<file path="config.mk">
export PLATFORM = sky130hd
export DESIGN_NAME = dds_sweep_ctrl
export DESIGN_NICKNAME = d
export VERILOG_FILES = /design/src/rtl/dds_sweep_ctrl.sv
export SDC_FILE = /design/constraint.sdc
export NUM_CORES = 1
export LEC_CHECK = 0
export CAP_MARGIN = 25
export CORE_MARGIN = 3
export CORE_UTILIZATION = 35
export CTS_CLUSTER_SIZE = 20
export DETAILED_ROUTE_END_ITERATION = 7
export GPL_ROUTABILITY_DRIVEN = 1
export SLEW_MARGIN = 5
export SYNTH_ARGS = -nofsm -noshare
export SYNTH_HDL_FRONTEND = slang
export SYNTH_SLANG_ARGS = --single-unit
</file>
<file path="constraint.sdc">
create_clock -name CLK -period 7.2 [get_ports CLK]
set_input_delay 0.72 -clock CLK [delete_from_list [all_inputs] [get_ports CLK]]
set_output_delay 0.72 -clock CLK [all_outputs]
set_load 0.03 [all_outputs]
</file>
<file path="src/rtl/dds_sweep_ctrl.sv">
// Frequency-sweep sequencer for CoreDDS: writes PH_START once, then steps FREQ_OFFSET through
// N equally spaced values (single, sawtooth or triangle), one write every D cycles.
module dds_sweep_ctrl #(
  parameter int FREQ_OFFSET_BITS = 24,
  parameter int PH_OFFSET_BITS   = 24,
  parameter int DWELL_BITS       = 16,
  parameter int STEP_BITS        = 12
) (
  input  logic                        CLK,
  input  logic                        RST,
  input  logic                        START,
  input  logic                        ABORT,
  input  logic [1:0]                  MODE,
  input  logic [FREQ_OFFSET_BITS-1:0] FREQ_START,
  input  logic [FREQ_OFFSET_BITS-1:0] FREQ_STEP,
  input  logic [STEP_BITS-1:0]        NUM_STEPS,
  input  logic [DWELL_BITS-1:0]       DWELL,
  input  logic [PH_OFFSET_BITS-1:0]   PH_START,
  input  logic                        INIT_OVER,
  output logic [FREQ_OFFSET_BITS-1:0] FREQ_OFFSET,
  output logic                        FREQ_OFFSET_WE,
  output logic [PH_OFFSET_BITS-1:0]   PH_OFFSET,
  output logic                        PH_OFFSET_WE,
  output logic                        BUSY,
  output logic                        DONE,
  output logic [STEP_BITS-1:0]        STEP_IDX,
  output logic [1:0]                  DBG_STATE
);
  typedef enum logic [1:0] {S_IDLE, S_WAIT_INIT, S_LOAD, S_DWELL} state_t;

  localparam logic [STEP_BITS-1:0]  STEP_ONE  = 1;
  localparam logic [DWELL_BITS-1:0] DWELL_ONE = 1;

  state_t                        state_q, state_d;
  logic                          ready_q, ready_d;
  logic [1:0]                    mode_q, mode_d;
  logic [FREQ_OFFSET_BITS-1:0]   fstart_q, fstart_d, fstep_q, fstep_d, freq_q, freq_d;
  logic [PH_OFFSET_BITS-1:0]     phs_q, phs_d, ph_q, ph_d;
  logic [STEP_BITS-1:0]          nm1_q, nm1_d, idx_q, idx_d;
  logic [DWELL_BITS-1:0]         dm1_q, dm1_d, cnt_q, cnt_d;
  logic                          dir_q, dir_d;
  logic                          fwe_q, fwe_d, pwe_q, pwe_d, busy_q, busy_d, done_q, done_d;

  logic init_ok, cnt_zero, last, single, saw, tri_m, turn, go_down, hold;

  // WE pulses are one-cycle write strobes; FREQ_OFFSET/PH_OFFSET are valid with them and held after.
  assign init_ok  = ready_q | INIT_OVER;
  assign cnt_zero = (cnt_q == '0);
  assign last     = (idx_q == nm1_q);
  assign single   = (mode_q == 2'd0) || (mode_q == 2'd3);
  assign saw      = (mode_q == 2'd1);
  assign tri_m    = (mode_q == 2'd2);
  // Triangle reverses at either endpoint; dir_q=1 means counting down.
  assign turn     = tri_m && (nm1_q != '0) && (dir_q ? (idx_q == '0) : last);
  assign go_down  = tri_m && (dir_q ^ turn);
  assign hold     = tri_m && (nm1_q == '0);

  always_ff @(posedge CLK or posedge RST) begin
    if (RST) begin
      state_q  <= S_IDLE;
      ready_q  <= 1'b0;
      mode_q   <= '0;
      fstart_q <= '0;
      fstep_q  <= '0;
      freq_q   <= '0;
      phs_q    <= '0;
      ph_q     <= '0;
      nm1_q    <= '0;
      idx_q    <= '0;
      dm1_q    <= '0;
      cnt_q    <= '0;
      dir_q    <= 1'b0;
      fwe_q    <= 1'b0;
      pwe_q    <= 1'b0;
      busy_q   <= 1'b0;
      done_q   <= 1'b0;
    end else begin
      state_q  <= state_d;
      ready_q  <= ready_d;
      mode_q   <= mode_d;
      fstart_q <= fstart_d;
      fstep_q  <= fstep_d;
      freq_q   <= freq_d;
      phs_q    <= phs_d;
      ph_q     <= ph_d;
      nm1_q    <= nm1_d;
      idx_q    <= idx_d;
      dm1_q    <= dm1_d;
      cnt_q    <= cnt_d;
      dir_q    <= dir_d;
      fwe_q    <= fwe_d;
      pwe_q    <= pwe_d;
      busy_q   <= busy_d;
      done_q   <= done_d;
    end
  end

  always_comb begin
    state_d = state_q;
    if (ABORT) begin
      state_d = S_IDLE;
    end else begin
      unique case (state_q)
        S_IDLE:      if (START) state_d = S_WAIT_INIT;
        S_WAIT_INIT: if (init_ok) state_d = S_LOAD;
        default: begin
          if (!cnt_zero)          state_d = S_DWELL;
          else if (single && last) state_d = S_IDLE;
          else                    state_d = S_LOAD;
        end
      endcase
    end
  end

  always_comb begin
    ready_d  = ready_q | INIT_OVER;
    mode_d   = mode_q;
    fstart_d = fstart_q;
    fstep_d  = fstep_q;
    freq_d   = freq_q;
    phs_d    = phs_q;
    ph_d     = ph_q;
    nm1_d    = nm1_q;
    idx_d    = idx_q;
    dm1_d    = dm1_q;
    cnt_d    = cnt_q;
    dir_d    = dir_q;
    fwe_d    = 1'b0;
    pwe_d    = 1'b0;
    done_d   = 1'b0;
    busy_d   = (state_d != S_IDLE);
    if (!ABORT) begin
      unique case (state_q)
        S_IDLE: begin
          if (START) begin
            mode_d   = MODE;
            fstart_d = FREQ_START;
            fstep_d  = FREQ_STEP;
            phs_d    = PH_START;
            nm1_d    = (NUM_STEPS == '0) ? '0 : NUM_STEPS - STEP_ONE;
            dm1_d    = (DWELL == '0) ? '0 : DWELL - DWELL_ONE;
            idx_d    = '0;
            dir_d    = 1'b0;
          end
        end
        S_WAIT_INIT: begin
          if (init_ok) begin
            freq_d = fstart_q;
            ph_d   = phs_q;
            fwe_d  = 1'b1;
            pwe_d  = 1'b1;
            cnt_d  = dm1_q;
          end
        end
        default: begin
          if (!cnt_zero) begin
            cnt_d = cnt_q - DWELL_ONE;
          end else if (single && last) begin
            done_d = 1'b1;
          end else begin
            fwe_d = 1'b1;
            cnt_d = dm1_q;
            dir_d = dir_q ^ turn;
            if (saw && last) begin
              idx_d  = '0;
              freq_d = fstart_q;
            end else if (go_down) begin
              idx_d  = idx_q - STEP_ONE;
              freq_d = freq_q - fstep_q;
            end else if (!hold) begin
              idx_d  = idx_q + STEP_ONE;
              freq_d = freq_q + fstep_q;
            end
          end
        end
      endcase
    end
  end

  assign FREQ_OFFSET    = freq_q;
  assign FREQ_OFFSET_WE = fwe_q;
  assign PH_OFFSET      = ph_q;
  assign PH_OFFSET_WE   = pwe_q;
  assign BUSY           = busy_q;
  assign DONE           = done_q;
  assign STEP_IDX       = idx_q;
  assign DBG_STATE      = state_q;
endmodule
</file>
==> results of run 1 <==
cell usage in the layout, fill, tap and decap left out, types with 5 or more instances in the layout:
| master | count |
|---|---|
| clkbuf_16 | 17 |
| mux2i_1 | 14 |
| xor2_1 | 37 |
| nand2b_1 | 6 |
| nor2_1 | 65 |
| clkinv_2 | 5 |
| nor3_1 | 23 |
| or2_2 | 5 |
| a22o_1 | 12 |
| nor2b_1 | 10 |
| a21o_1 | 15 |
| nand3_1 | 13 |
| a21oi_1 | 56 |
| nor4_1 | 14 |
| o41ai_1 | 7 |
| inv_1 | 20 |
| mux2_2 | 27 |
| or3_1 | 8 |
| o21ai_0 | 97 |
| nand4_1 | 9 |
| nor3b_1 | 5 |
| and2_1 | 5 |
| buf_4 | 11 |
| clkdlybuf4s50_1 | 172 |
| o21a_1 | 7 |
| nand2_1 | 294 |
| xnor2_1 | 40 |
| ha_1 | 40 |
| dfrtp_1 | 186 |
| and3_1 | 9 |
layout make-up:
class	instances	share of cell area
Clock buffer	18	0.0331
Inverter	21	0.00665
Multi-Input combinational cell	890	0.413
Sequential cell	186	0.359
Clock inverter	14	0.0129
Tap cell	378	0.0364
Timing Repair Buffer	183	0.139
Antenna cell	1	0.000193
critical path, delay by kind of cell, from the launching register on:
kind                     cells  cell delay, ns
buffers and inverters        2            0.71
AND/OR/NAND/NOR              6            1.59
adder cells (fa/ha/maj)      1            0.35
flip-flops                   1            0.48
AO/OA/AOI/OAI                6            1.42
XOR/XNOR                     1            0.14
metal layers:
| layer | GRT usage | vias to the layer above | part of all wire | wire length, um |
|---|---|---|---|---|
| li1 | - | 4270 | - | - |
| met1 | 0.245 | 4010 | 0.48 | 13200 |
| met2 | 0.274 | 168 | 0.45 | 12400 |
| met3 | 0.0564 | 23 | 0.065 | 1800 |
| met4 | 0.0419 | 6 | 0.011 | 307 |
| met5 | 0 | - | 0.0019 | 54 |
power groups by stage:
stage                     sequential, mW  combinational, mW  clock (mW)
final                               1.70               2.18       0.973
after global routing                1.75               2.42        1.04
after CTS                           1.71               2.19        1.00
after detailed placement            1.72               2.17           0
after global placement              1.71               2.15           0
after floorplan                     1.91               1.23           0
cell usage after synthesis (2+ instances only):
master,instances,area share
or4_1,3,0.0022
mux2i_1,14,0.014
o21a_1,7,0.0051
nand2_1,294,0.11
nand2b_1,6,0.0037
a41oi_1,2,0.0017
o211ai_1,3,0.0022
or4_4,2,0.0022
nand4_1,9,0.0055
nand3b_1,4,0.0029
a31oi_1,3,0.0018
mux2_2,27,0.030
buf_2,3,0.0015
o21ai_0,98,0.048
nand3_1,13,0.0064
clkbuf_1,42,0.015
a22o_1,12,0.010
or2_2,6,0.0037
a21o_1,15,0.011
o31ai_1,4,0.0029
and3_1,9,0.0055
xor2_1,37,0.032
inv_1,21,0.0077
nor4_1,14,0.0086
a211oi_1,4,0.0029
a21oi_1,57,0.028
or3_1,8,0.0049
o41a_1,2,0.0022
o21ai_1,3,0.0015
o41ai_1,7,0.0060
o21bai_1,3,0.0022
dfrtp_1,186,0.45
nor3_1,23,0.011
and2_1,5,0.0031
fa_1,2,0.0039
nor3b_1,5,0.0037
nor2b_1,10,0.0061
o31a_1,4,0.0034
nor2_1,67,0.025
ha_1,40,0.049
a221o_1,2,0.0020
xnor2_1,40,0.034
a22oi_1,4,0.0029
state kept, by name, summed over array words and instances (netlist names):
register        flops
fstart_q           24
mode_q              2
fstep_q            24
BUSY                1
dm1_q              16
phs_q              24
dir_q               1
ready_q             1
DBG_STATE           2
FREQ_OFFSET        24
nm1_q              12
PH_OFFSET_WE        1
STEP_IDX           12
PH_OFFSET          24
DONE                1
cnt_q              16
FREQ_OFFSET_WE      1
kinds of logic (layout without fill, tap and decap cells):
| family | after synthesis | in the layout | share of synthesized area |
|---|---|---|---|
| AND/OR/NAND/NOR | 487 | 487 | 0.212 |
| AO/OA/AOI/OAI | 243 | 243 | 0.147 |
| multiplexers | 41 | 41 | 0.0434 |
| XOR/XNOR | 77 | 77 | 0.0658 |
| adder cells (fa/ha/maj) | 42 | 42 | 0.0528 |
| other | 0 | 1 | 0 |
| flip-flops | 186 | 186 | 0.454 |
| buffers and inverters | 67 | 236 | 0.0249 |
stage by stage:
stage | power, mW | worst slack, ns
after detailed placement | 3.89 | 2.48
after global routing | 5.22 | 2.15
after floorplan | 3.14 | 1.42
final | 4.86 | 2.44
after global placement | 3.87 | 2.60
after CTS | 4.90 | 2.47
worst max path at each step:
| stage | startpoint | end | cells past startpoint |
|---|---|---|---|
| 6_report | STEP_IDX[1]$_DFFE_PP0P_ | FREQ_OFFSET[23]$_DFFE_PP0P_ | 16 |
| 4_1_cts | STEP_IDX[1]$_DFFE_PP0P_ | FREQ_OFFSET[23]$_DFFE_PP0P_ | 16 |
| 3_5_place_dp | STEP_IDX[1]$_DFFE_PP0P_ | FREQ_OFFSET[23]$_DFFE_PP0P_ | 16 |
| 2_1_floorplan | RST | BUSY$_DFF_PP0_ | 1 |
| 5_1_grt | nm1_q[3]$_DFFE_PP0P_ | FREQ_OFFSET[23]$_DFFE_PP0P_ | 17 |
| 3_3_place_gp | STEP_IDX[0]$_DFFE_PP0P_ | FREQ_OFFSET[16]$_DFFE_PP0P_ | 17 |
==> out/qor.txt, run 1 <==
share of power burned in combinational logic = 0.449
Remaining Overflow, GRT = 0
largest net degree at the start of global routing = 130
NetSw = 1.96 mW
Final TNS setup = 0 ns
Post-synth EDFFs = 0
Crit Reg-Reg Endpoint = FREQ_OFFSET[23]$_DFFE_PP0P_
Port Buffer Count = 172
vias in the first global route = 8542
WP data required = 7.56 ns
VDD IR max = 0.000213 V
ANT nets after route = 0
ys flop type = dfrtp_1
Final #Nets = 1448
RSZ-0062 raised after global routing = no
Setup-failing EPs final = 0
Vias/cell = 5.01
CTS clk-pin slew, worst paths = 0.07 ns
Leakage = 5.91 nW
DRC Markers = 0
Async SR Flop Fraction = 1.00
H-tree levels = 4
post-DP HPWL = 19.7 mm
multi-input logic area = 5360 um2
critical path endpoint category = flip-flop
flop2flop setup slack = 2.44 ns
hold path start = phs_q[13]$_DFFE_PP0P_
worst-skew pair later-pin latency = 0.44 ns
post-synthesis register bit count = 186
Clock power frac = 0.200
clk buf depth = 2
vias = 8477
final wirelength = 27.7 mm
Layout area overhead = 26.7%
Max Cap Viol = 0
initial antenna violation count = 4
I/O Pins = 173
CTS tree = built
placed cells = 1658
worst slew pin tran = 1.04 ns
Yosys warning count = 0
CTS Buf Count = 17
drt first pass iters = 5
Core Area = 28300 um2
Post-Synthesis Cell Area = 10200 um2
post-CTS setup buffers = 0
First DRT Iteration DRCs = 491
register area share after synthesis = 0.454
Switching Share = 0.403
Syn Inst Count = 1143
worst path cell trace = nor4_1, nand4_1, o21a_1, o21ai_2, buf_4, inv_1, a21o_2, xor2_1, ha_1, and3_1, and2_1, a221oi_1, a21oi_1, o211a_1, or4b_1, nand3_1
Pwr Density = 374 nW/um2
hold endpoint = phs_q[13]$_DFFE_PP0P_
clk root buf = clkbuf_16
Initial Utilization = 0.362
R2R Path Start = STEP_IDX[1]$_DFFE_PP0P_
slowest stage delay, CP = 0.51 ns
crit share post-route = 0.661
f_max = 210 MHz
outcome = finished clean
first-pass GRT wire length = 44.7 mm
Hold WC Path Type = reg2reg
area of the die = 31400 um2
Synthesized Nets = 1292
Sink Count = 186
Placement Rows = 61
Fin Hold WS = 0.469 ns
hold path depth = 2
DIE HEIGHT = 177 um
Finished Core Util = 0.458
Avg Inst Size Synth = 8.96 um2
critical path arrival = 5.12 ns
dpl cell area = 12400 um2
worst-path fanout max = 23
Sequential cell area = 4650 um2
post-CTS sizing = 0
worst-path cell with the longest stage delay = or4b_1
share of cells above drive strength 1 = 0.0694
non-filler cells in the finished layout = 1691
WL/cell = 16.4 um
P_int = 2.90 mW
Clock Skews = 0.0196 ns
total track usage = 0.178
sequential power share = 0.351
Startpoint Class = flip-flop
critical path class = reg2reg
Reg2Reg Depth = 16
chip width = 177 um
max_slew headroom = 0.309
CTS Hold Bufs = 0
# fillers = 2730
Final Hold Fails = 0
fin. max-slew vios = 0
fin area = 13000 um2
Distinct cells, synth = 66
minimum clock period after layout = 4.76 ns
GP Congestion = 0.873
No activity file was read; power rests on OpenSTA's default activity.
==> run 2, diff against run 1 <==
==> constraint.sdc (replaced) <==
create_clock -name CLK -period 4.5 [get_ports CLK]
set_input_delay 0.45 -clock CLK [delete_from_list [all_inputs] [get_ports CLK]]
set_output_delay 0.45 -clock CLK [all_outputs]
set_load 0.03 [all_outputs]
==> run 2 against run 1 <==
  * Fmax is 7.4% higher
  * Flip-flop and latch count stayed put
  * Hold slack hardly changed
  * Cell area is 2.2% higher
  * Wire length is 2.0% lower
  * Register-to-register slack worse by 2.4 ns
  * Sequential power is 60% higher
  * Non-clock buffer count is 19 higher
  * Utilization is 1.0 points higher
  * Clock skew is 0.0042 ns lower
  * Via count is 0.79% higher
==> out/qor.txt, run 2 (synthesized netlist as in run 1, its figures left out) <==
Startpoint Class = flip-flop
first-pass GRT wire length = 43.7 mm (-2.2%)
H-tree levels = 4 (unchanged)
Max Cap Viol = 0 (unchanged)
CTS clk-pin slew, worst paths = 0.07 ns (about the same)
WP data required = 4.86 ns (-2.70 ns)
I/O Pins = 173 (unchanged)
critical path arrival = 4.79 ns (-0.33 ns)
CTS Buf Count = 17 (unchanged)
Fin Hold WS = 0.469 ns (-0.0000660 ns)
initial antenna violation count = 2 (-2)
DIE HEIGHT = 177 um (unchanged)
vias in the first global route = 8471 (-0.83%)
Remaining Overflow, GRT = 0 (unchanged)
worst slew pin tran = 1.26 ns (+0.225 ns)
f_max = 226 MHz (+7.4%)
outcome = finished clean
chip width = 177 um (unchanged)
WL/cell = 15.9 um (-3.0%)
First DRT Iteration DRCs = 474 (-3.5%)
share of cells above drive strength 1 = 0.0917 (+0.0224)
GP Congestion = 0.855 (-2.0%)
hold endpoint = phs_q[16]$_DFFE_PP0P_
worst-path cell with the longest stage delay = or4_4
Vias/cell = 5.00 (-0.21%)
Setup-failing EPs final = 0 (unchanged)
largest net degree at the start of global routing = 187 (+44%)
most common cell after layout, fill and taps aside = nand2_1
RSZ-0062 raised after global routing = yes
total track usage = 0.173 (-0.00482)
hold path start = phs_q[16]$_DFFE_PP0P_
Final Hold Fails = 0 (unchanged)
CTS tree = built
Crit Reg-Reg Endpoint = FREQ_OFFSET[23]$_DFFE_PP0P_
vias = 8544 (+0.79%)
area of the die = 31400 um2 (unchanged)
Port Buffer Count = 172 (unchanged)
slowest stage delay, CP = 0.51 ns (about the same)
critical path endpoint category = flip-flop
worst path cell trace = or4_4, or3_4, buf_6, nor4_4, nand2_1, o41ai_2, xor2_1, ha_2, and3_4, and2_4, a221oi_4, a21oi_2, o211a_1, or4b_1, nand3_1
Final TNS setup = 0 ns (unchanged)
Placement Rows = 61 (unchanged)
# fillers = 2690 (-1.5%)
PnR worst setup slack = 0.0677 ns (-2.37 ns)
R2R Path Start = fstep_q[4]$_DFFE_PP0P_
Hold WC Path Type = reg2reg
clk root buf = clkbuf_16
Core Area = 28300 um2 (unchanged)
WP buf/inv = 1 (-1)
hold path depth = 2 (unchanged)
Layout area overhead = 29.6%
Leakage = 6.01 nW (+1.8%)
Setup WS pre-CTS = 0.00428 ns (-2.48 ns)
Pwr Density = 596 nW/um2 (+59%)
Initial Utilization = 0.362 (unchanged)
worst-path fanout max = 5 (-78%)
max_slew headroom = 0.159 (-0.150)
Reg2Reg Depth = 15 (-1)
Power, Total = 7.90 mW (+63%)
Sink Count = 186 (unchanged)
drt first pass iters = 4 (-1)
worst-skew pair later-pin latency = 0.43 ns (about the same)
final wirelength = 27.2 mm (-2.0%)
clk buf depth = 2 (unchanged)
VDD IR max = 0.000335 V (+57%)
Clock Skews = 0.0154 ns (-0.00419 ns)
most frequent cells in the layout = 293 x nand2_1, 186 x dfrtp_1, 172 x clkdlybuf4s50_1
minimum clock period after layout = 4.43 ns (-0.327 ns)
Final #Nets = 1467 (+1.3%)
Finished Core Util = 0.469 (+0.0103)
fin. max-slew vios = 0 (unchanged)
CP delay by family, top = simple AND/OR/NAND/NOR gates
flop2flop setup slack = 0.07 ns (-2.37 ns)
ANT nets after route = 0 (unchanged)
post-DP HPWL = 19.2 mm (-2.4%)
n_diodes = 0 (-1)
crit share post-route = 0.985 (+0.324)
DRC Markers = 0 (unchanged)
critical path class = reg2reg
-- run 2: cell types whose count changed in the layout (fill, tap and decap cells not counted), sizes merged --
| cell | delta |
|---|---|
| inv | -2 |
| clkinvlp | +4 |
| buf | +19 |
| diode | -1 |
| clkbuf | +1 |
| clkinv | -4 |
-- run 2: worst max path at each step --
stage,slack [ns],endpoint,depth (start not counted),from
after global routing,-0.13,FREQ_OFFSET[23]$_DFFE_PP0P_,15,fstep_q[3]$_DFFE_PP0P_
after floorplan,0.23,FREQ_OFFSET[23]$_DFFE_PP0P_,15,fstep_q[2]$_DFFE_PP0P_
after global placement,0.04,FREQ_OFFSET[23]$_DFFE_PP0P_,15,fstep_q[2]$_DFFE_PP0P_
after detailed placement,0.004,FREQ_OFFSET[23]$_DFFE_PP0P_,15,fstep_q[4]$_DFFE_PP0P_
final,0.07,FREQ_OFFSET[23]$_DFFE_PP0P_,15,fstep_q[4]$_DFFE_PP0P_
after CTS,0.07,FREQ_OFFSET[23]$_DFFE_PP0P_,15,fstep_q[4]$_DFFE_PP0P_
-- run 2: metrics by stage --
stage | cell area [um2] | instances
2_1_floorplan | 10200 | 1143
3_3_place_gp | 12400 | 1664
3_5_place_dp | 12400 | 1664
4_1_cts | 13100 | 1695
5_1_grt | 13300 | 1708
6_report | 13300 | 1708
-- run 2: per-layer routing --
metal,part of all wire,wire [um],vias to the layer above,global-route usage
li1,-,-,4315,-
met1,0.47,12800,4059,0.234
met2,0.46,12500,152,0.276
met3,0.064,1740,14,0.0534
met4,0.0067,182,4,0.0344
met5,0.00077,21,-,0
-- run 2: area by class of cell --
| type | count | area, um2 | area share |
|---|---|---|---|
| Sequential cell | 186 | 4650 | 0.351 |
| Clock inverter | 12 | 165 | 0.0124 |
| Clock buffer | 19 | 443 | 0.0334 |
| Inverter | 21 | 82.6 | 0.00622 |
| Tap cell | 378 | 473 | 0.0356 |
| Multi-Input combinational cell | 890 | 5460 | 0.411 |
| Timing Repair Buffer | 202 | 2000 | 0.150 |
-- run 2: power by group --
part           total, mW  leakage (nW)  internal (mW)  switching, mW
registers           2.72          2.33           2.21          0.512
clock network       1.57         0.287          0.895          0.674
logic               3.61          3.40           1.64           1.97
-- run 2: worst min-delay path: cells and delay by family, from the launching register on --
kind,cells,cell delay [ns]
simple gates,2,0.10
flops,1,0.34
-- run 2: what timing repair did --
action                                 in CTS  in global routing
endpoints found under the hold margin       0                  0
pin swaps                                   0                 19
setup endpoints to repair                   1                  4
setup buffers                               0                 12
hold buffers                                0                  0
resized for setup                           2                 16
==> run 3, diff against run 2 <==
--- a/config.mk
+++ b/config.mk
@@ -6,7 +6,7 @@
 export NUM_CORES = 1
 export LEC_CHECK = 0
 export CAP_MARGIN = 25
-export CORE_MARGIN = 3
+export CORE_MARGIN = 2
 export CORE_UTILIZATION = 35
 export CTS_CLUSTER_SIZE = 20
 export DETAILED_ROUTE_END_ITERATION = 7
==> constraint.sdc (replaced) <==
create_clock -name CLK -period 5.05 [get_ports CLK]
set_input_delay 0.505 -clock CLK [delete_from_list [all_inputs] [get_ports CLK]]
set_output_delay 0.505 -clock CLK [all_outputs]
set_load 0.03 [all_outputs]
==> run 3 against run 2 <==
  * First-iteration DRC count up 0.84%
  * Final cell count shrank 0.35%
  * Critical path depth grew 1
  * Die area decreased by 2.2%
  * Flip-flop and latch count is the same
  * Hold slack better by 0.0042 ns
  * Fmax decreased by 5.9%
  * Cell area decreased by 1.9%
==> out/qor.txt, run 3 (synthesized netlist as in run 1, its figures left out) <==
Placement Rows = 62 (+1.6%)
Core Area = 28800 um2 (+1.6%)
H-tree levels = 4 (unchanged)
DIE HEIGHT = 175 um (-1.1%)
first-pass GRT wire length = 44.4 mm (+1.6%)
I/O Pins = 173 (unchanged)
worst slew pin tran = 0.823 ns (-0.438 ns)
Pwr Density = 528 nW/um2 (-11%)
Max Cap Viol = 0 (unchanged)
critical path class = reg2reg
clk root buf = clkbuf_16
outcome = finished clean
worst path cell trace = nor4_1, and3_1, nor4_1, o21ai_2, inv_1, nor2_1, xnor2_1, ha_1, a21o_1, a22o_1, o41a_1, a221o_1, a22o_1, o32ai_1, o21ai_0, a21oi_1
RSZ-0062 raised after global routing = no
drt first pass iters = 5 (+1)
critical path endpoint category = flip-flop
f_max = 212 MHz (-5.9%)
Worst Setup SP = nm1_q[3]$_DFFE_PP0P_
ANT nets after route = 0 (unchanged)
crit share post-route = 0.933 (-0.0520)
fin. max-slew vios = 0 (unchanged)
Reg2Reg Depth = 16 (+1)
share of cells above drive strength 1 = 0.0722 (-0.0195)
CTS clk-pin slew, worst paths = 0.07 ns (about the same)
minimum clock period after layout = 4.71 ns (+0.279 ns)
Vias/cell = 5.00 (-0.12%)
worst-skew pair later-pin latency = 0.43 ns (about the same)
Final TNS setup = 0 ns (unchanged)
hold path start = phs_q[15]$_DFFE_PP0P_
Setup-failing EPs final = 0 (unchanged)
chip width = 175 um (-1.1%)
slowest stage delay, CP = 0.59 ns (+0.08 ns)
R2R Path Start = nm1_q[3]$_DFFE_PP0P_
Hold WC Path Type = reg2reg
final wirelength = 26.8 mm (-1.2%)
total track usage = 0.180 (+0.00733)
Clock Skews = 0.0160 ns (+0.000593 ns)
most frequent cells in the layout = 294 x nand2_1, 186 x dfrtp_1, 172 x clkdlybuf4s50_1
Layout area overhead = 27.1%
WP data required = 5.39 ns (+0.53 ns)
initial antenna violation count = 4 (+2)
area of the die = 30600 um2 (-2.2%)
Sink Count = 186 (unchanged)
CTS tree = built
largest net degree at the start of global routing = 106 (-43%)
most common cell after layout, fill and taps aside = nand2_1
Fin Hold WS = 0.473 ns (+0.00422 ns)
worst-path fanout max = 15 (+10)
max_slew headroom = 0.446 (+0.287)
WL/cell = 15.8 um (-0.86%)
vias = 8504 (-0.47%)
Initial Utilization = 0.356 (-0.00583)
GP Congestion = 0.845 (-1.2%)
Startpoint Class = flip-flop
post-CTS sizing = 0 (-2)
post-DP HPWL = 19.4 mm (+1.1%)
placed cells = 1668 (+0.24%)
worst-path cell with the longest stage delay = o21ai_2
Final #Nets = 1452 (-1.0%)
First DRT Iteration DRCs = 478 (+0.84%)
non-filler cells in the finished layout = 1702 (-0.35%)
CTS Buf Count = 17 (unchanged)
Leakage = 5.92 nW (-1.6%)
critical path arrival = 5.05 ns (+0.26 ns)
Final Hold Fails = 0 (unchanged)
vias in the first global route = 8530 (+0.70%)
clk buf depth = 2 (unchanged)
post-CTS setup buffers = 0 (unchanged)
DRC Markers = 0 (unchanged)
Port Buffer Count = 172 (unchanged)
VDD IR max = 0.000253 V (-25%)
hold path depth = 2 (unchanged)
Remaining Overflow, GRT = 0 (unchanged)
CTS Hold Bufs = 0 (unchanged)
run 3: changes by cell type in the layout (fill, tap and decap cells not counted), moves of 2 or more:
cell	before	now
clkinv_4	3	1
bufinv_16	3	1
nor4_1	10	14
diode_2	0	3
inv_8	0	5
ha_1	38	40
nor4_2	3	0
buf_4	26	14
clkinvlp_4	4	2
run 3: worst max-delay path, delay by kind of cell (launching register included):
family | cells | cell delay [ns]
buffers and inverters | 1 | 0.26
flip-flops | 1 | 0.41
AND/OR/NAND/NOR | 4 | 0.92
XOR/XNOR | 1 | 0.15
AO/OA/AOI/OAI | 9 | 2.58
adder cells (fa/ha/maj) | 1 | 0.31
run 3: stage by stage:
step           setup slack (ns)  instance area (um2)  total power [mW]  utilization
3_5_place_dp              0.390                12400              5.53        0.432
4_1_cts                   0.359                13000              6.94        0.452
3_3_place_gp              0.459                12400              5.50        0.432
2_1_floorplan             0.781                10200              4.48            -
6_report                  0.339                13000              6.87        0.452
5_1_grt                  0.0260                13000              7.39        0.452
run 3: final timing paths:
kind | to | slack (ns)
worst max-delay path | FREQ_OFFSET[16]$_DFFE_PP0P_ | 0.34
worst min-delay path | phs_q[15]$_DFFE_PP0P_ | 0.47
worst max register to register | FREQ_OFFSET[16]$_DFFE_PP0P_ | 0.34
worst min register to register | phs_q[15]$_DFFE_PP0P_ | 0.47
max in group asynchronous | fstart_q[6]$_DFFE_PP0P_ | 3.37
min in group asynchronous | STEP_IDX[5]$_DFFE_PP0P_ | 0.54
run 3: final cells by class:
class	count	area [um2]
Fill cell	2768	15800
Multi-Input combinational cell	890	5360
Sequential cell	186	4650
Timing Repair Buffer	187	1850
Tap cell	384	480
Clock buffer	18	439
Clock inverter	13	150
Inverter	21	82.6
Antenna cell	3	7.51
run 3: power breakdown:
| group | switching [mW] | total, mW | leakage (nW) | internal, mW |
|---|---|---|---|---|
| combinational | 1.72 | 3.10 | 3.30 | 1.38 |
| sequential | 0.445 | 2.42 | 2.33 | 1.97 |
| clock | 0.644 | 1.36 | 0.290 | 0.717 |
| total | 2.81 | 6.87 | 5.92 | 4.07 |
run 3: layer usage:
metal  global-route usage  vias to the layer above  wire length, um
met5                    0                        -               11
met2                0.294                      173            12300
met1                0.236                     4006            12400
met3               0.0498                       24             1690
li1                     -                     4299                -
met4               0.0486                        2              399
